### src/rtl/pipeline_ctrl_pkg.sv
// Shared encodings for the pipeline stall/flush sequencer: FSM states,
// forwarding-mux selects and the register-match helper.
package pipe_ctrl_pkg;

   typedef enum logic [1:0] {
      ST_RUN      = 2'd0,
      ST_MEM_WAIT = 2'd1,
      ST_ERR      = 2'd2
   } ctrl_state_e;

   localparam logic [1:0] FWD_RF  = 2'b00;
   localparam logic [1:0] FWD_WB  = 2'b01;
   localparam logic [1:0] FWD_MEM = 2'b10;

   // x0 is hard-wired zero, so a write to it never produces a dependency
   function automatic logic reg_hit(input logic [4:0] rs, input logic [4:0] rd, input logic wr);
      return wr && (rd != 5'd0) && (rd == rs);
   endfunction

endpackage

### src/rtl/pipeline_ctrl_if.sv
// Handshake bundle between the 5-stage datapath (master) and the stall/flush
// sequencer (slave): stage register addresses/controls in, enables/flushes out.
interface pipeline_ctrl_if #(parameter int CNT_W = 32);
   logic [4:0]       rs1Addr_id;
   logic             rs1Used_id;
   logic [4:0]       rs2Addr_id;
   logic             rs2Used_id;
   logic [4:0]       rdAddr_ex;
   logic             RegWrite_ex;
   logic             MemRead_ex;
   logic [4:0]       rdAddr_mem;
   logic             RegWrite_mem;
   logic             MemRead_mem;
   logic             MemWrite_mem;
   logic [4:0]       rdAddr_wb;
   logic             RegWrite_wb;
   logic             BranchTaken_ex;
   logic             MemReady_mem;
   logic             PCWrite;
   logic             IF_ID_en;
   logic             IF_ID_flush;
   logic             ID_EX_en;
   logic             ID_EX_flush;
   logic             EX_MEM_en;
   logic             EX_MEM_flush;
   logic             MEM_WB_en;
   logic             MEM_WB_flush;
   logic [1:0]       ForwardA;
   logic [1:0]       ForwardB;
   logic             mem_err;
   logic [CNT_W-1:0] stall_cnt;

   modport master (
      output rs1Addr_id, rs1Used_id, rs2Addr_id, rs2Used_id,
      output rdAddr_ex, RegWrite_ex, MemRead_ex,
      output rdAddr_mem, RegWrite_mem, MemRead_mem, MemWrite_mem,
      output rdAddr_wb, RegWrite_wb, BranchTaken_ex, MemReady_mem,
      input  PCWrite, IF_ID_en, IF_ID_flush, ID_EX_en, ID_EX_flush,
      input  EX_MEM_en, EX_MEM_flush, MEM_WB_en, MEM_WB_flush,
      input  ForwardA, ForwardB, mem_err, stall_cnt
   );

   modport slave (
      input  rs1Addr_id, rs1Used_id, rs2Addr_id, rs2Used_id,
      input  rdAddr_ex, RegWrite_ex, MemRead_ex,
      input  rdAddr_mem, RegWrite_mem, MemRead_mem, MemWrite_mem,
      input  rdAddr_wb, RegWrite_wb, BranchTaken_ex, MemReady_mem,
      output PCWrite, IF_ID_en, IF_ID_flush, ID_EX_en, ID_EX_flush,
      output EX_MEM_en, EX_MEM_flush, MEM_WB_en, MEM_WB_flush,
      output ForwardA, ForwardB, mem_err, stall_cnt
   );
endinterface

### src/rtl/pipeline_ctrl_hazard_detect.sv
// Combinational RAW hazard detection and forwarding select for the ID stage.
// PIPE_FORWARD_EN selects load-use-only stalls with EX operand forwarding.
module pipe_hazard_detect
   import pipe_ctrl_pkg::*;
(
   input  logic [4:0] rs1_addr,
   input  logic       rs1_used,
   input  logic [4:0] rs2_addr,
   input  logic       rs2_used,
   input  logic [4:0] rd_ex,
   input  logic       reg_write_ex,
   input  logic [4:0] rd_mem,
   input  logic       reg_write_mem,
   input  logic [4:0] rd_wb,
   input  logic       reg_write_wb,
`ifdef PIPE_FORWARD_EN
   input  logic       mem_read_ex,
   input  logic       mem_read_mem,
`endif
   output logic       data_stall,
   output logic [1:0] fwd_a,
   output logic [1:0] fwd_b
);

`ifdef PIPE_FORWARD_EN
   // Only a load still in EX cannot be forwarded in time; MEM wins over WB as the newer value
   always_comb begin
      data_stall = mem_read_ex &&
                   ((rs1_used && reg_hit(rs1_addr, rd_ex, reg_write_ex)) ||
                    (rs2_used && reg_hit(rs2_addr, rd_ex, reg_write_ex)));
      fwd_a = FWD_RF;
      if (reg_hit(rs1_addr, rd_mem, reg_write_mem && !mem_read_mem)) fwd_a = FWD_MEM;
      else if (reg_hit(rs1_addr, rd_wb, reg_write_wb))              fwd_a = FWD_WB;
      fwd_b = FWD_RF;
      if (reg_hit(rs2_addr, rd_mem, reg_write_mem && !mem_read_mem)) fwd_b = FWD_MEM;
      else if (reg_hit(rs2_addr, rd_wb, reg_write_wb))              fwd_b = FWD_WB;
   end
`else
   // Without a bypass network any pending writer of a used source must drain first
   always_comb begin
      data_stall = (rs1_used && (reg_hit(rs1_addr, rd_ex,  reg_write_ex)  ||
                                 reg_hit(rs1_addr, rd_mem, reg_write_mem) ||
                                 reg_hit(rs1_addr, rd_wb,  reg_write_wb))) ||
                   (rs2_used && (reg_hit(rs2_addr, rd_ex,  reg_write_ex)  ||
                                 reg_hit(rs2_addr, rd_mem, reg_write_mem) ||
                                 reg_hit(rs2_addr, rd_wb,  reg_write_wb)));
      fwd_a = FWD_RF;
      fwd_b = FWD_RF;
   end
`endif

endmodule

### src/rtl/pipeline_ctrl.sv
// Stall/flush sequencer for the 5-stage pipeline with memory-wait timeout FSM
// and saturating stall counter. Optional forwarding via `define PIPE_FORWARD_EN.
module pipeline_ctrl
   import pipe_ctrl_pkg::*;
#(
   parameter int MEM_TIMEOUT = 16,
   parameter int CNT_W       = 32
)(
   input logic             clk,
   input logic             rst,
   pipeline_ctrl_if.slave  bus
);

   localparam logic [7:0] TMO_LAST = 8'(MEM_TIMEOUT - 1);

   ctrl_state_e      state_q, state_d;
   logic [7:0]       tmo_q, tmo_d;
   logic             err_q, err_d;
   logic [CNT_W-1:0] cnt_q, cnt_d;
   logic             mem_stall, data_stall, pc_write;
   logic [1:0]       fwd_a, fwd_b;

   pipe_hazard_detect u_hazard (
      .rs1_addr      (bus.rs1Addr_id),
      .rs1_used      (bus.rs1Used_id),
      .rs2_addr      (bus.rs2Addr_id),
      .rs2_used      (bus.rs2Used_id),
      .rd_ex         (bus.rdAddr_ex),
      .reg_write_ex  (bus.RegWrite_ex),
      .rd_mem        (bus.rdAddr_mem),
      .reg_write_mem (bus.RegWrite_mem),
      .rd_wb         (bus.rdAddr_wb),
      .reg_write_wb  (bus.RegWrite_wb),
`ifdef PIPE_FORWARD_EN
      .mem_read_ex   (bus.MemRead_ex),
      .mem_read_mem  (bus.MemRead_mem),
`endif
      .data_stall    (data_stall),
      .fwd_a         (fwd_a),
      .fwd_b         (fwd_b)
   );

   assign mem_stall = (bus.MemRead_mem || bus.MemWrite_mem) && !bus.MemReady_mem;

   // Priority: reset, error lock-up, memory freeze, redirect, data stall, run
   always_comb begin
      pc_write          = 1'b1;
      bus.IF_ID_en      = 1'b1;
      bus.IF_ID_flush   = 1'b0;
      bus.ID_EX_en      = 1'b1;
      bus.ID_EX_flush   = 1'b0;
      bus.EX_MEM_en     = 1'b1;
      bus.EX_MEM_flush  = 1'b0;
      bus.MEM_WB_en     = 1'b1;
      bus.MEM_WB_flush  = 1'b0;
      if (rst) begin
         pc_write = 1'b0;
         {bus.IF_ID_en, bus.ID_EX_en, bus.EX_MEM_en, bus.MEM_WB_en} = 4'b0000;
         {bus.IF_ID_flush, bus.ID_EX_flush, bus.EX_MEM_flush, bus.MEM_WB_flush} = 4'b1111;
      end else if (state_q == ST_ERR) begin
         pc_write = 1'b0;
         {bus.IF_ID_en, bus.ID_EX_en, bus.EX_MEM_en, bus.MEM_WB_en} = 4'b0000;
      end else if (mem_stall) begin
         pc_write         = 1'b0;
         bus.IF_ID_en     = 1'b0;
         bus.ID_EX_en     = 1'b0;
         bus.EX_MEM_en    = 1'b0;
         bus.MEM_WB_flush = 1'b1;
      end else if (bus.BranchTaken_ex) begin
         bus.IF_ID_flush  = 1'b1;
         bus.ID_EX_flush  = 1'b1;
      end else if (data_stall) begin
         pc_write         = 1'b0;
         bus.IF_ID_en     = 1'b0;
         bus.ID_EX_flush  = 1'b1;
      end
   end

   // Memory-wait FSM: tmo counts MEM_WAIT cycles spent without the memory answering
   always_comb begin
      state_d = state_q;
      tmo_d   = tmo_q;
      err_d   = err_q;
      cnt_d   = cnt_q;
      case (state_q)
         ST_RUN: begin
            tmo_d = 8'd0;
            if (mem_stall) state_d = ST_MEM_WAIT;
         end
         ST_MEM_WAIT: begin
            if (!mem_stall) begin
               state_d = ST_RUN;
               tmo_d   = 8'd0;
            end else if (tmo_q == TMO_LAST) begin
               state_d = ST_ERR;
               err_d   = 1'b1;
            end else begin
               tmo_d = tmo_q + 8'd1;
            end
         end
         default: begin
            state_d = ST_ERR;
            err_d   = 1'b1;
         end
      endcase
      if (state_q != ST_ERR && !pc_write && cnt_q != {CNT_W{1'b1}}) cnt_d = cnt_q + 1'b1;
   end

   always_ff @(posedge clk or posedge rst) begin
      if (rst) begin
         state_q <= ST_RUN;
         tmo_q   <= 8'd0;
         err_q   <= 1'b0;
         cnt_q   <= '0;
      end else begin
         state_q <= state_d;
         tmo_q   <= tmo_d;
         err_q   <= err_d;
         cnt_q   <= cnt_d;
      end
   end

   assign bus.PCWrite   = pc_write;
   assign bus.ForwardA  = fwd_a;
   assign bus.ForwardB  = fwd_b;
   assign bus.mem_err   = err_q;
   assign bus.stall_cnt = cnt_q;

endmodule
### src/flat_wrapper.sv
// flat-port wrapper written by rule: the top's interface ports become plain ports
module pipeline_ctrl_flat import pipe_ctrl_pkg::*;
#(
   parameter int MEM_TIMEOUT = 16,
   parameter int CNT_W       = 32
)
  (clk, rst, bus_rs1Addr_id, bus_rs1Used_id, bus_rs2Addr_id, bus_rs2Used_id, bus_rdAddr_ex, bus_RegWrite_ex, bus_MemRead_ex, bus_rdAddr_mem, bus_RegWrite_mem, bus_MemRead_mem, bus_MemWrite_mem, bus_rdAddr_wb, bus_RegWrite_wb, bus_BranchTaken_ex, bus_MemReady_mem, bus_PCWrite, bus_IF_ID_en, bus_IF_ID_flush, bus_ID_EX_en, bus_ID_EX_flush, bus_EX_MEM_en, bus_EX_MEM_flush, bus_MEM_WB_en, bus_MEM_WB_flush, bus_ForwardA, bus_ForwardB, bus_mem_err, bus_stall_cnt);
  pipeline_ctrl_if #(.CNT_W(CNT_W)) bus_i ();
  input logic clk;
  input logic rst;
  input wire logic [$bits(bus_i.rs1Addr_id)-1:0] bus_rs1Addr_id;
  input wire logic [$bits(bus_i.rs1Used_id)-1:0] bus_rs1Used_id;
  input wire logic [$bits(bus_i.rs2Addr_id)-1:0] bus_rs2Addr_id;
  input wire logic [$bits(bus_i.rs2Used_id)-1:0] bus_rs2Used_id;
  input wire logic [$bits(bus_i.rdAddr_ex)-1:0] bus_rdAddr_ex;
  input wire logic [$bits(bus_i.RegWrite_ex)-1:0] bus_RegWrite_ex;
  input wire logic [$bits(bus_i.MemRead_ex)-1:0] bus_MemRead_ex;
  input wire logic [$bits(bus_i.rdAddr_mem)-1:0] bus_rdAddr_mem;
  input wire logic [$bits(bus_i.RegWrite_mem)-1:0] bus_RegWrite_mem;
  input wire logic [$bits(bus_i.MemRead_mem)-1:0] bus_MemRead_mem;
  input wire logic [$bits(bus_i.MemWrite_mem)-1:0] bus_MemWrite_mem;
  input wire logic [$bits(bus_i.rdAddr_wb)-1:0] bus_rdAddr_wb;
  input wire logic [$bits(bus_i.RegWrite_wb)-1:0] bus_RegWrite_wb;
  input wire logic [$bits(bus_i.BranchTaken_ex)-1:0] bus_BranchTaken_ex;
  input wire logic [$bits(bus_i.MemReady_mem)-1:0] bus_MemReady_mem;
  output wire logic [$bits(bus_i.PCWrite)-1:0] bus_PCWrite;
  output wire logic [$bits(bus_i.IF_ID_en)-1:0] bus_IF_ID_en;
  output wire logic [$bits(bus_i.IF_ID_flush)-1:0] bus_IF_ID_flush;
  output wire logic [$bits(bus_i.ID_EX_en)-1:0] bus_ID_EX_en;
  output wire logic [$bits(bus_i.ID_EX_flush)-1:0] bus_ID_EX_flush;
  output wire logic [$bits(bus_i.EX_MEM_en)-1:0] bus_EX_MEM_en;
  output wire logic [$bits(bus_i.EX_MEM_flush)-1:0] bus_EX_MEM_flush;
  output wire logic [$bits(bus_i.MEM_WB_en)-1:0] bus_MEM_WB_en;
  output wire logic [$bits(bus_i.MEM_WB_flush)-1:0] bus_MEM_WB_flush;
  output wire logic [$bits(bus_i.ForwardA)-1:0] bus_ForwardA;
  output wire logic [$bits(bus_i.ForwardB)-1:0] bus_ForwardB;
  output wire logic [$bits(bus_i.mem_err)-1:0] bus_mem_err;
  output wire logic [$bits(bus_i.stall_cnt)-1:0] bus_stall_cnt;
  assign bus_i.rs1Addr_id = bus_rs1Addr_id;
  assign bus_i.rs1Used_id = bus_rs1Used_id;
  assign bus_i.rs2Addr_id = bus_rs2Addr_id;
  assign bus_i.rs2Used_id = bus_rs2Used_id;
  assign bus_i.rdAddr_ex = bus_rdAddr_ex;
  assign bus_i.RegWrite_ex = bus_RegWrite_ex;
  assign bus_i.MemRead_ex = bus_MemRead_ex;
  assign bus_i.rdAddr_mem = bus_rdAddr_mem;
  assign bus_i.RegWrite_mem = bus_RegWrite_mem;
  assign bus_i.MemRead_mem = bus_MemRead_mem;
  assign bus_i.MemWrite_mem = bus_MemWrite_mem;
  assign bus_i.rdAddr_wb = bus_rdAddr_wb;
  assign bus_i.RegWrite_wb = bus_RegWrite_wb;
  assign bus_i.BranchTaken_ex = bus_BranchTaken_ex;
  assign bus_i.MemReady_mem = bus_MemReady_mem;
  assign bus_PCWrite = bus_i.PCWrite;
  assign bus_IF_ID_en = bus_i.IF_ID_en;
  assign bus_IF_ID_flush = bus_i.IF_ID_flush;
  assign bus_ID_EX_en = bus_i.ID_EX_en;
  assign bus_ID_EX_flush = bus_i.ID_EX_flush;
  assign bus_EX_MEM_en = bus_i.EX_MEM_en;
  assign bus_EX_MEM_flush = bus_i.EX_MEM_flush;
  assign bus_MEM_WB_en = bus_i.MEM_WB_en;
  assign bus_MEM_WB_flush = bus_i.MEM_WB_flush;
  assign bus_ForwardA = bus_i.ForwardA;
  assign bus_ForwardB = bus_i.ForwardB;
  assign bus_mem_err = bus_i.mem_err;
  assign bus_stall_cnt = bus_i.stall_cnt;
  pipeline_ctrl #(.MEM_TIMEOUT(MEM_TIMEOUT), .CNT_W(CNT_W)) u_core (.clk(clk), .rst(rst), .bus(bus_i));
endmodule
### config.mk
export PLATFORM = sky130hd
export DESIGN_NAME = pipeline_ctrl_flat
export DESIGN_NICKNAME = d
export VERILOG_FILES = /design/src/rtl/pipeline_ctrl_pkg.sv /design/src/rtl/pipeline_ctrl_if.sv /design/src/rtl/pipeline_ctrl_hazard_detect.sv /design/src/rtl/pipeline_ctrl.sv /design/src/flat_wrapper.sv
export SDC_FILE = /design/constraint.sdc
export NUM_CORES = 1
export LEC_CHECK = 0
export BUFFER_PORTS_ARGS = -buffer_cell sky130_fd_sc_hd__buf_2
export CORE_MARGIN = 1.5
export CORE_UTILIZATION = 52
export DETAILED_ROUTE_END_ITERATION = 8
export GPL_ROUTABILITY_DRIVEN = 0
export GPL_TIMING_DRIVEN = 0
export PLACE_DENSITY = 0.85
export RECOVER_POWER = 50
export SETUP_SLACK_MARGIN = 0.5
export SYNTH_ARGS = -nofsm -noshare
export SYNTH_HDL_FRONTEND = slang
export SYNTH_SLANG_ARGS = --single-unit
### constraint.sdc
create_clock -name clk -period 2.6 [get_ports clk]
set_input_delay 0.39 -clock clk [delete_from_list [all_inputs] [get_ports clk]]
set_output_delay 0.39 -clock clk [all_outputs]
set_load 0.02 [all_outputs]
==> Yosys cells after proc, flatten, opt, wreduce, memory -nomap -nowiden <==
Cells that the tools add are included.
{ "totals": {"ff_bits": 43, "inputBits": 37} }
{ "classes": {"eq_ne": 16, "bitwise": 1, "n_mux": 33, "add_sub_neg": 2, "reduce_logical": 30} }
{ "op_table": {"columns": ["cell", "count"], "rows": [
  ["32-bit by 1-bit adder with 32-bit output (second input constant)", 1],
  ["32-bit inequality test (second input constant)", 1],
  ["5-bit equality test", 6],
  ["1-bit two-way mux", 25],
  ["8-bit two-way mux", 2],
  ["8-bit case mux with 2 select lines", 1],
  ["5-bit nonzero test", 3],
  ["1-bit logical AND", 14],
  ["8-bit by 1-bit adder with 8-bit output (second input constant)", 1],
  ["8-bit by 4-bit equality test with 1-bit output (second input constant)", 1],
  ["1-bit logical OR", 6],
  ["2-bit two-way mux", 3],
  ["2-bit by 1-bit inequality test with 1-bit output (second input constant)", 3],
  ["3-bit inequality test (second input constant)", 2],
  ["2-bit case mux with 2 select lines", 1],
  ["2-bit AND reduction", 2],
  ["3-bit AND reduction", 1],
  ["2-bit by 1-bit equality test with 1-bit output (second input constant)", 1],
  ["2-bit equality test (second input constant)", 1],
  ["1-bit logical NOT", 2],
  ["2-bit logical NOT", 1],
  ["2-bit inequality test (second input constant)", 1],
  ["1-bit case mux with 2 select lines", 1],
  ["2-bit nonzero test", 1],
  ["1-bit NOT", 1]
]} }

==> Longest topological paths before layout <==
Gate-level depths: netlist (run 1).
{ "logic_depth": {"ltp_word": 15, "mapped_depth": 9, "ltp_nobuf": 7} }

==> Hierarchy <==
A second synthesis (run 1) with hierarchy kept.
{ "unflattened": {"cells_unflattened": 274, "area_unflattened_um2": 2606.2} }
{ "by_module_without_submodules": {"columns": ["mod", "instances", "area_per_inst_um2", "cells_per_inst", "seq_area_each_um2"], "rows": [
  ["pipeline_ctrl", 1, 2182.1, 217, 1076.0],
  ["pipe_hazard_detect", 1, 424.2, 57, 0.0]
]} }

==> Worst setup path before layout (run 1) <==
OpenSTA, ideal clock, no wires.
{ "synth_timing": {"path_kind": "input to output", "from": "input port rst", "to": "output port bus_ID_EX_flush", "arrival_time_ps": 2060, "setup_slack_ps": 150, "path_stages": 3, "n_path_buf": 0, "path_cell_list": "inv_1 > nand2_1 > a21o_1"} }
{ "synth_via": {"elab_chain_len": 1} }
{ "synth_rtl": {"columns": ["item", "line", "source"], "rows": [
  ["start, declared", "flat_wrapper.sv:10", "input logic rst;"],
  ["1-bit two-way mux", "pipeline_ctrl.sv:56", "if (rst) begin"],
  ["end, declared", "flat_wrapper.sv:30", "output wire logic [$bits(bus_i.ID_EX_flush)-1:0] bus_ID_EX_flush;"]
]} }
Every way passes these cells.

==> Final worst setup path (run 1) <==
{ "layout_timing": {"from": "input port bus_rdAddr_wb[4]", "to": "output port bus_PCWrite"} }
{ "layout_via": {"elab_chain_len": 11, "elab_cells_between_ends": 16, "cone_classes": "2 x eq/ne; 5 x mux; 9 x reduce/logical"} }
{ "layout_rtl": {"columns": ["item", "line", "source"], "rows": [
  ["start, declared", "flat_wrapper.sv:22", "input wire logic [$bits(bus_i.rdAddr_wb)-1:0] bus_rdAddr_wb;"],
  ["5-bit nonzero test", "pipeline_ctrl_pkg.sv:17", "return wr && (rd != 5'd0) && (rd == rs);"],
  ["1-bit logical AND (2 in a row)", "pipeline_ctrl_pkg.sv:17", null],
  ["1-bit logical OR, on equally long branches", "pipeline_ctrl_hazard_detect.sv:42, pipeline_ctrl_hazard_detect.sv:45", null],
  ["1-bit logical AND, on equally long branches", "pipeline_ctrl_hazard_detect.sv:41, pipeline_ctrl_hazard_detect.sv:44", null],
  ["1-bit logical OR *", "pipeline_ctrl_hazard_detect.sv:43", "reg_hit(rs1_addr, rd_wb, reg_write_wb))) ||"],
  ["1-bit two-way mux *", "pipeline_ctrl.sv:72", "end else if (data_stall) begin"],
  ["1-bit two-way mux *", "pipeline_ctrl.sv:69", "end else if (bus.BranchTaken_ex) begin"],
  ["1-bit two-way mux *", "pipeline_ctrl.sv:63", "end else if (mem_stall) begin"],
  ["1-bit two-way mux *", "pipeline_ctrl.sv:60", "end else if (state_q == ST_ERR) begin"],
  ["1-bit two-way mux *", "pipeline_ctrl.sv:56", null],
  ["end, declared", "flat_wrapper.sv:26", "output wire logic [$bits(bus_i.PCWrite)-1:0] bus_PCWrite;"]
]} }
Every way passes the cells marked *; elsewhere a longest branch is shown, timed or not.

==> metrics.md, run 1 <==
| Metric | Value |
|---|---|
| Synth top area share | between 30 and 40% |
| WS Path Type | in -> out |
| Data required time at the worst endpoint | ~2.2 ns |
| Final core utilization | between 70 and 80% |
| Pre-CTS setup slack | 0.0356 ns |
| Peak supply drop | 0.335 mV |
| Die W | 75.4 µm |
| Clk sink count | 43 |
| Rows | 26 |
| Grt ovf | 0 |
| Slew of the pin with the lowest slew margin | 1.09 ns |
| Status | completed |
| Post-synthesis cell type count | 35 |
| Critical Path End Type | output pin |
| Total die area | 5690 µm² |
| DP Wirelength | between 4 and 5 mm |
| MaxCap Viol Count | 0 |
| Max incr delay on CP | 0.55 ns |
| N_diodes | 0 |
| Cell breakdown of the critical path | buf_8 -> or4_4 -> o21ai_4 -> nor4_2 -> o311ai_2 -> nand3_1 -> inv_2 -> buf_6 -> buf_6 |
| Hold buffers post-CTS | 0 |
| Critical Path Most Common Cell | buf_6 |
| Ports | 83 |
| Netlist Area Pre-Place | 2730 µm² |
| Root Buffer Master | clkbuf_8 |
| Final #Nets | 411 |
| P_leak | 1.73 nW |
| Synth area leader | dfrtp_1 |
| Initial DRC Count | 165 |
| Critical Path AT | 2.04 ns |
| Power Dens Cells | 503 nW/µm² |
| Synth area leaders | dfrtp_1 (39%), xnor2_1 (16%), xor2_1 (5.1%), nand4_2 (4.1%), nand3_2 (4.0%) |
| Synth Warn # | 0 |
| CP Launch Type | input port |
| Layout area overhead | 40.4% |
| Unrepaired setup endpoints after global routing | true |
| CORE AREA | roughly 5100 µm² |
| Placed Cells | 416 |
| Setup violation total in the final timing report | 0 |
| DRC viols | 0 |
| Post-DRT Antenna Nets | 0 |
| Largest net degree at the start of global routing | 24 |
| Critical path peak fanout | 2 |
| Clock skew | 0.00495 ns |
| Routed wire per std cell | 17.4 µm |
| PortBufs | just under 80 |
| Reg clk slew, reported paths | 0.08 ns |
| Initial Util | 53.7% |
| Clock buffer depth | 2 |
| CTS Buf Count | 5 |
| Vias in the first global route | 2221 |
| Pre-Repair DR Iteration Count | 4 |
| Cells after synthesis | 266 |
| Mean Syn Cell Area | 10.3 µm² |
| CP max-delay cell | or4_4 |
| Avg Vias per Cell | about 5.7 |
| Share of cells above drive strength 1 | between 30 and 40% |
| Die H | 75.4 µm |
| Worst skew pair latency | 0.30 ns |
| Max-slew violations | 0 |
| Final hold viol count | 0 |
| Initial antenna violation count | 0 |
| Hold crit path type | in -> async |
| Max-Slew Margin vs Limit | roughly 27% |
| Tcrit/Tclk final | 93.6% |
| TNS Setup | 0 ns |
| First-pass GRT wire length | 10.4 mm |
| Sequential share of the synthesized area | 39.4% |
| Final WS setup | 0.167 ns |
| Most frequent cells in the layout | buf_2 (55), xnor2_1 (43), dfrtp_1 (42) |
| Top Family by Delay on Critical Path | simple AND/OR/NAND/NOR gates |
| Most common cell after layout, fill and taps aside | buf_2 |
| Fmax | between 400 and 500 MHz |
| Finished Layout Cells | 443 |
| Tot GR Track Use | 24.4% |
| Final Critical Period | 2.43 ns |
| CTS tree | done |
| Flops & latches, synth | 43 |
| Buf/Inv on CP | 4 |
| H-tree levels | 2 |
| DR vias | 2506 |
| Routed WL | 7.70 mm |
## through the flow
stage	hold WS (ns)	instance area (µm²)	total power, mW
final	0.274	3830	1.93
after global routing	0.335	3830	2.01
after floorplan	0.396	2810	1.18
after global placement	0.451	3280	1.35
after detailed placement	0.455	3280	1.37
after CTS	0.206	3640	1.87
## cell families after synthesis
| family | Yosys count | share of synthesized area [%] |
|---|---|---|
| flip-flops | 43 | 39.4 |
| multiplexers | 1 | 0.413 |
| XOR/XNOR | 65 | 20.9 |
| AND/OR/NAND/NOR | 119 | 28.5 |
| other | 1 | 0.137 |
| adder cells (fa/ha/maj) | 2 | 0.917 |
| AO/OA/AOI/OAI | 15 | 4.68 |
| buffers and inverters | 20 | 5.05 |
## registers in the layout (all words and copies together) (netlist names)
| signal | count |
|---|---|
| u_core.tmo_q | 8 |
| u_core.state_q | 2 |
| u_core.bus.stall_cnt | 32 |
| u_core.bus.mem_err | 1 |
## worst reg2reg max path, delay by kind of cell, from the launching register on
kind | cells | cell delay (ns)
XOR/XNOR | 1 | 0.24
flip-flops | 1 | 0.46
AND/OR/NAND/NOR | 6 | 1.58
## synth_stat cells
library cell  instances
xnor2_1              49
dfrtp_1              43
xor2_1               16
nand2_1              15
nor2_1               15
nand4_1              14
and3_1               13
nand3_1              11
nand3_2              11
nand4_2               9
and4_1                8
nor4_1                8
buf_4                 7
inv_1                 6
o21ai_0               4
or4_1                 4
and2_1                3
buf_2                 3
buf_6                 3
nor2b_1               3
o31ai_1               3
a21oi_1               2
ha_1                  2
nor3_1                2
o311ai_2              2
a21o_1                1
a31oi_4               1
clkbuf_8              1
conb_1                1
mux2_2                1
nand2b_1              1
nor3b_1               1
o21ai_1               1
o21ai_2               1
or2_2                 1
## worst paths after layout
kind                                          startpoint                  endpoint  slack, ns  depth (start not counted)
worst max-delay path                    bus_rdAddr_wb[4]               bus_PCWrite       0.17                          9
worst min-delay path                                 rst           u_core.tmo_q[2]       0.27                          2
worst max register to register  u_core.bus.stall_cnt[16]  u_core.bus.stall_cnt[31]       0.24                          7
worst min register to register        u_core.bus.mem_err        u_core.bus.mem_err       0.48                          1
max in group asynchronous                            rst   u_core.bus.stall_cnt[1]       1.63                          2
min in group clk                        bus_MemReady_mem         u_core.state_q[0]       0.44                          4
## area by class of cell
class | count | area, µm²
Multi-Input combinational cell | 206 | 1790
Fill cell | 347 | 1250
Sequential cell | 43 | 1080
Timing Repair Buffer | 95 | 622
Buffer | 14 | 135
Tap cell | 70 | 87.6
Clock buffer | 7 | 76.3
Inverter | 6 | 26.3
Clock inverter | 1 | 5.00
Timing Repair inverter | 1 | 5.00
## layer usage
metal  track usage [%]  up-vias  wire length (µm)
met5                 0        -                 0
met4              4.96        0               140
met3              4.50       17               356
met2              44.3       97              4200
met1              30.3     1237              3000
li1                  -     1155                 -
## where the power goes
group | switching [mW] | internal (mW) | total, mW
Combinational | 0.438 | 0.287 | 0.725
Sequential | 0.0607 | 0.728 | 0.789
Clock | 0.225 | 0.189 | 0.413
Total | 0.724 | 1.20 | 1.93
## timing repair
item | in CTS | in global routing
pin swaps | 13 | 17
resized for setup | 31 | 28
buffers inserted | 12 | 3
endpoints found under the setup margin | 37 | 36
cloned | 3 | 1
Power figures use the tool's default switching activity.
==> run 2, diff against run 1 <==
ABC_AREA = 1   (was unset)
CORE_UTILIZATION = 54   (was 52)
==> run 2 against run 1 <==
Effect of this change: critical path depth is 5 higher; count of clock-buffer cells in the layout is 2 lower; first-iteration DRC count is 33% higher; routed wire length is 6.6% higher.
==> metrics.md, run 2 <==
| Metric | Value |
|---|---|
| Post-synthesis cell type count | 29 (was 35) |
| Critical Path Most Common Cell | buf_6 (unchanged) |
| Most common cell after layout, fill and taps aside | nand2_1 (was buf_2) |
| Launch point of the worst path | bus_rdAddr_mem[0] (was bus_rdAddr_wb[4]) |
| Commonest cells in the netlist | nand2_1 (142), nor2_1 (52), nand3_1 (51), dfrtp_1 (43) (was xnor2_1 (49), dfrtp_1 (43), xor2_1 (16), nand2_1 (15), nor2_1 (15)) |
| Max incr delay on CP | 0.15 ns (was 0.55 ns) |
| # fillers | 466 (was 347) |
| Design area | 3930 µm² (was 3830 µm²) |
| Post-DRT Antenna Nets | 0 (unchanged) |
| Vias in the first global route | 2988 (was 2221) |
| Clock buffer depth | 2 (unchanged) |
| Async SR Flop Fraction | 100% (unchanged) |
| Final Critical Period | 2.10 ns (was 2.43 ns) |
| Finished Layout Cells | 622 (was 443) |
| Tcrit/Tclk final | 80.8% (was 93.6%) |
| Layout area overhead | 23.2% (was 40.4%) |
| Routed WL | 8.20 mm (was 7.70 mm) |
| FF/Latch Area | 1080 µm² (about the same) |
| Hold crit path type | in -> async (unchanged) |
| Status | completed (unchanged) |
| Max-Slew Margin vs Limit | 29.5% (was 26.9%) |
| DR vias | 3239 (was 2506) |
| Netlist Area Pre-Place | 3190 µm² (was 2730 µm²) |
| Max-slew violations | 0 (unchanged) |
| CP max-delay cell | xnor2_2 (was or4_4) |
| P_leak | 1.99 nW (was 1.73 nW) |
| TNS Setup | 0 ns (unchanged) |
| Clock skew | 0.00522 ns (was 0.00495 ns) |
| CTS tree | done (unchanged) |
| Setup slack, reg-to-reg | 0.67 ns (was 0.24 ns) |
| Rows | 27 (was 26) |
| H-tree levels | 2 (unchanged) |
| Final WS setup | 0.499 ns (was 0.167 ns) |
| Synth top area share | 33.7% (was 39.4%) |
| CP Launch Type | input port (unchanged) |
| Fmax | 476 MHz (was 411 MHz) |
| Initial DRC Count | 219 (was 165) |
| Power Dens Cells | 449 nW/µm² (was 503 nW/µm²) |
| Max reg flops | 32 (unchanged) |
| Share of cells above drive strength 1 | 21.5% (was 39.7%) |
| Flops & latches, synth | 43 (unchanged) |
| Peak supply drop | 0.621 mV (was 0.335 mV) |
| Total die area | 6380 µm² (was 5690 µm²) |
| Die H | 79.9 µm (was 75.4 µm) |
| PortBufs | 77 (unchanged) |
| Placed Cells | 610 (was 416) |
| N_diodes | 0 (unchanged) |
| Reg2Reg Depth | 10 (was 7) |
| First-pass GRT wire length | 13.5 mm (was 10.4 mm) |
| DP Wirelength | 6.07 mm (was 4.50 mm) |
| Root Buffer Master | clkbuf_8 (unchanged) |
| Critical path peak fanout | 5 (was 2) |
| Most frequent cells in the layout | nand2_1 (140), buf_2 (56), nor2_1 (48) (was buf_2 (55), xnor2_1 (43), dfrtp_1 (42)) |
| Ports | 83 (unchanged) |
| Largest net degree at the start of global routing | 24 (unchanged) |
| Top FF cell, synth | dfrtp_1 (unchanged) |
| DRC viols | 0 (unchanged) |
| Cells after synthesis | 458 (was 266) |
| MaxCap Viol Count | 0 (unchanged) |
| Grt ovf | 0 (unchanged) |
| Tot GR Track Use | 26.9% (was 24.4%) |
| Routed wire per std cell | 13.2 µm (was 17.4 µm) |
| Worst skew pair latency | 0.30 ns (about the same) |
| Crit Reg-Reg Startpoint | u_core.bus.stall_cnt[2] (was u_core.bus.stall_cnt[16]) |
| Initial Util | 56.9% (was 53.7%) |
| Initial antenna violation count | 0 (unchanged) |
| Area post-placement | 3680 µm² (was 3280 µm²) |
| Final #Nets | 589 (was 411) |
| Synth area leader | dfrtp_1 (unchanged) |
| Worst Setup EP | bus_PCWrite (unchanged) |
| Mean Syn Cell Area | 6.96 µm² (was 10.3 µm²) |
| Synth Warn # | 0 (unchanged) |
| Final hold viol count | 0 (unchanged) |
| EDFF count, synth | 0 (unchanged) |
| Cell breakdown of the critical path | buf_6 -> xnor2_2 -> nand2_1 -> nor2_1 -> nand3_1 -> nand3_2 -> nand2_1 -> nand2_2 -> nand2_2 -> nand2_4 -> buf_6 -> inv_2 -> buf_6 -> buf_6 (was buf_8 -> or4_4 -> o21ai_4 -> nor4_2 -> o311ai_2 -> nand3_1 -> inv_2 -> buf_6 -> buf_6) |
| Footprint of the multi-input gates | 1950 µm² (was 1790 µm²) |
| Avg Vias per Cell | 5.21 (was 5.66) |
| Synth area leaders | dfrtp_1 (34%), nand2_1 (17%), xor2_1 (9.9%), nand3_1 (8.0%), nor2_1 (6.1%) (was dfrtp_1 (39%), xnor2_1 (16%), xor2_1 (5.1%), nand4_2 (4.1%), nand3_2 (4.0%)) |
| WS Path Type | in -> out (unchanged) |
| Data required time at the worst endpoint | 2.21 ns (about the same) |
| Sequential share of the synthesized area | 33.7% (was 39.4%) |
| CTS Buf Count | 5 (unchanged) |
| Unrepaired setup endpoints after global routing | true (unchanged) |
| Clk sink count | 43 (unchanged) |
| Slew of the pin with the lowest slew margin | 1.05 ns (was 1.09 ns) |
| R2R Path End | u_core.bus.stall_cnt[30] (was u_core.bus.stall_cnt[31]) |
| CORE AREA | 5610 µm² (was 5070 µm²) |
| Critical Path End Type | output pin (unchanged) |
| Setup violation total in the final timing report | 0 (unchanged) |
| Cell with the most instances after synthesis | nand2_1 (was xnor2_1) |
| Reg clk slew, reported paths | 0.08 ns (about the same) |
| Pre-Repair DR Iteration Count | 5 (was 4) |
| Hold buffers post-CTS | 0 (unchanged) |
| Critical Path AT | 1.71 ns (was 2.04 ns) |
| Die W | 79.9 µm (was 75.4 µm) |
| Pre-CTS setup slack | 0.223 ns (was 0.0356 ns) |
run 2: cell types whose count changed after synthesis, moves of 9 or more:
cell	previous run	this run
and3_1	13	2
inv_1	6	36
nand2_1	15	142
nand3_1	11	51
nand3_2	11	0
nand4_2	9	0
nor2_1	15	52
nor3_1	2	13
xnor2_1	49	21
xor2_1	16	36
run 2: layout make-up:
cell class | count | share of cell area [%]
clock buffer | 5 | 1.75
timing repair buffer | 81 | 11.0
inverter | 38 | 3.73
timing repair inverter | 1 | 0.127
buffer | 16 | 3.22
sequential | 43 | 27.4
tap | 72 | 2.29
multi-input combinational | 364 | 49.6
clock inverter | 2 | 0.955
run 2: power breakdown:
group          internal (mW)  switching (mW)  leakage (nW)
combinational          0.184           0.283          1.35
clock                  0.281           0.228        0.0502
sequential             0.715          0.0758         0.590
total                   1.18           0.587          1.99
run 2: cells by family (layout without fill, tap and decap cells):
kind of cell	after synthesis	after routing	synth area share, %
and+or+nand+nor	286	286	39.0
xor gates and xnor gates	57	57	15.7
other	1	4	0.118
AOI/OAI and AO/OA	15	15	2.55
adders and majority gates	2	2	0.784
buffers and inverters	54	143	8.12
DFF	43	43	33.7
run 2: stage by stage:
step	util (%)	total power [mW]	hold WS (ns)
6_report	70.1	1.77	0.254
5_1_grt	70.1	1.87	0.301
4_1_cts	68.1	1.75	0.179
3_5_place_dp	65.7	1.23	0.454
3_3_place_gp	65.7	1.21	0.448
2_1_floorplan	-	1.07	0.398
run 2: repair_timing:
item | in CTS | in global routing
buffers inserted | 2 | 2
setup endpoints to repair | 5 | 5
gates cloned | 1 | 0
gates resized for setup | 4 | 35
pin swaps | 2 | 17
run 2: metal layers:
layer / vias up / global-route usage, % / part of all wire [%]
li1: 1633 / - / -
met1: 1461 / 36.0 / 44
met2: 130 / 43.7 / 47
met3: 15 / 4.11 / 6.7
met4: 0 / 10.3 / 2.2
met5: - / 0 / 0
run 2: worst min-delay path by stage:
stage | end | slack, ns | depth (start not counted)
3_5_place_dp | u_core.bus.mem_err | 0.45 | 1
4_1_cts | u_core.tmo_q[4] | 0.18 | 2
3_3_place_gp | u_core.bus.mem_err | 0.45 | 1
2_1_floorplan | u_core.bus.mem_err | 0.40 | 1
6_report | u_core.tmo_q[7] | 0.25 | 2
5_1_grt | u_core.state_q[0] | 0.30 | 2
run 2: critical path: cells and delay by family:
kind | cells | cell delay [ns]
and+or+nand+nor | 8 | 0.70
buffers and inverters | 5 | 0.48
xor gates and xnor gates | 1 | 0.15
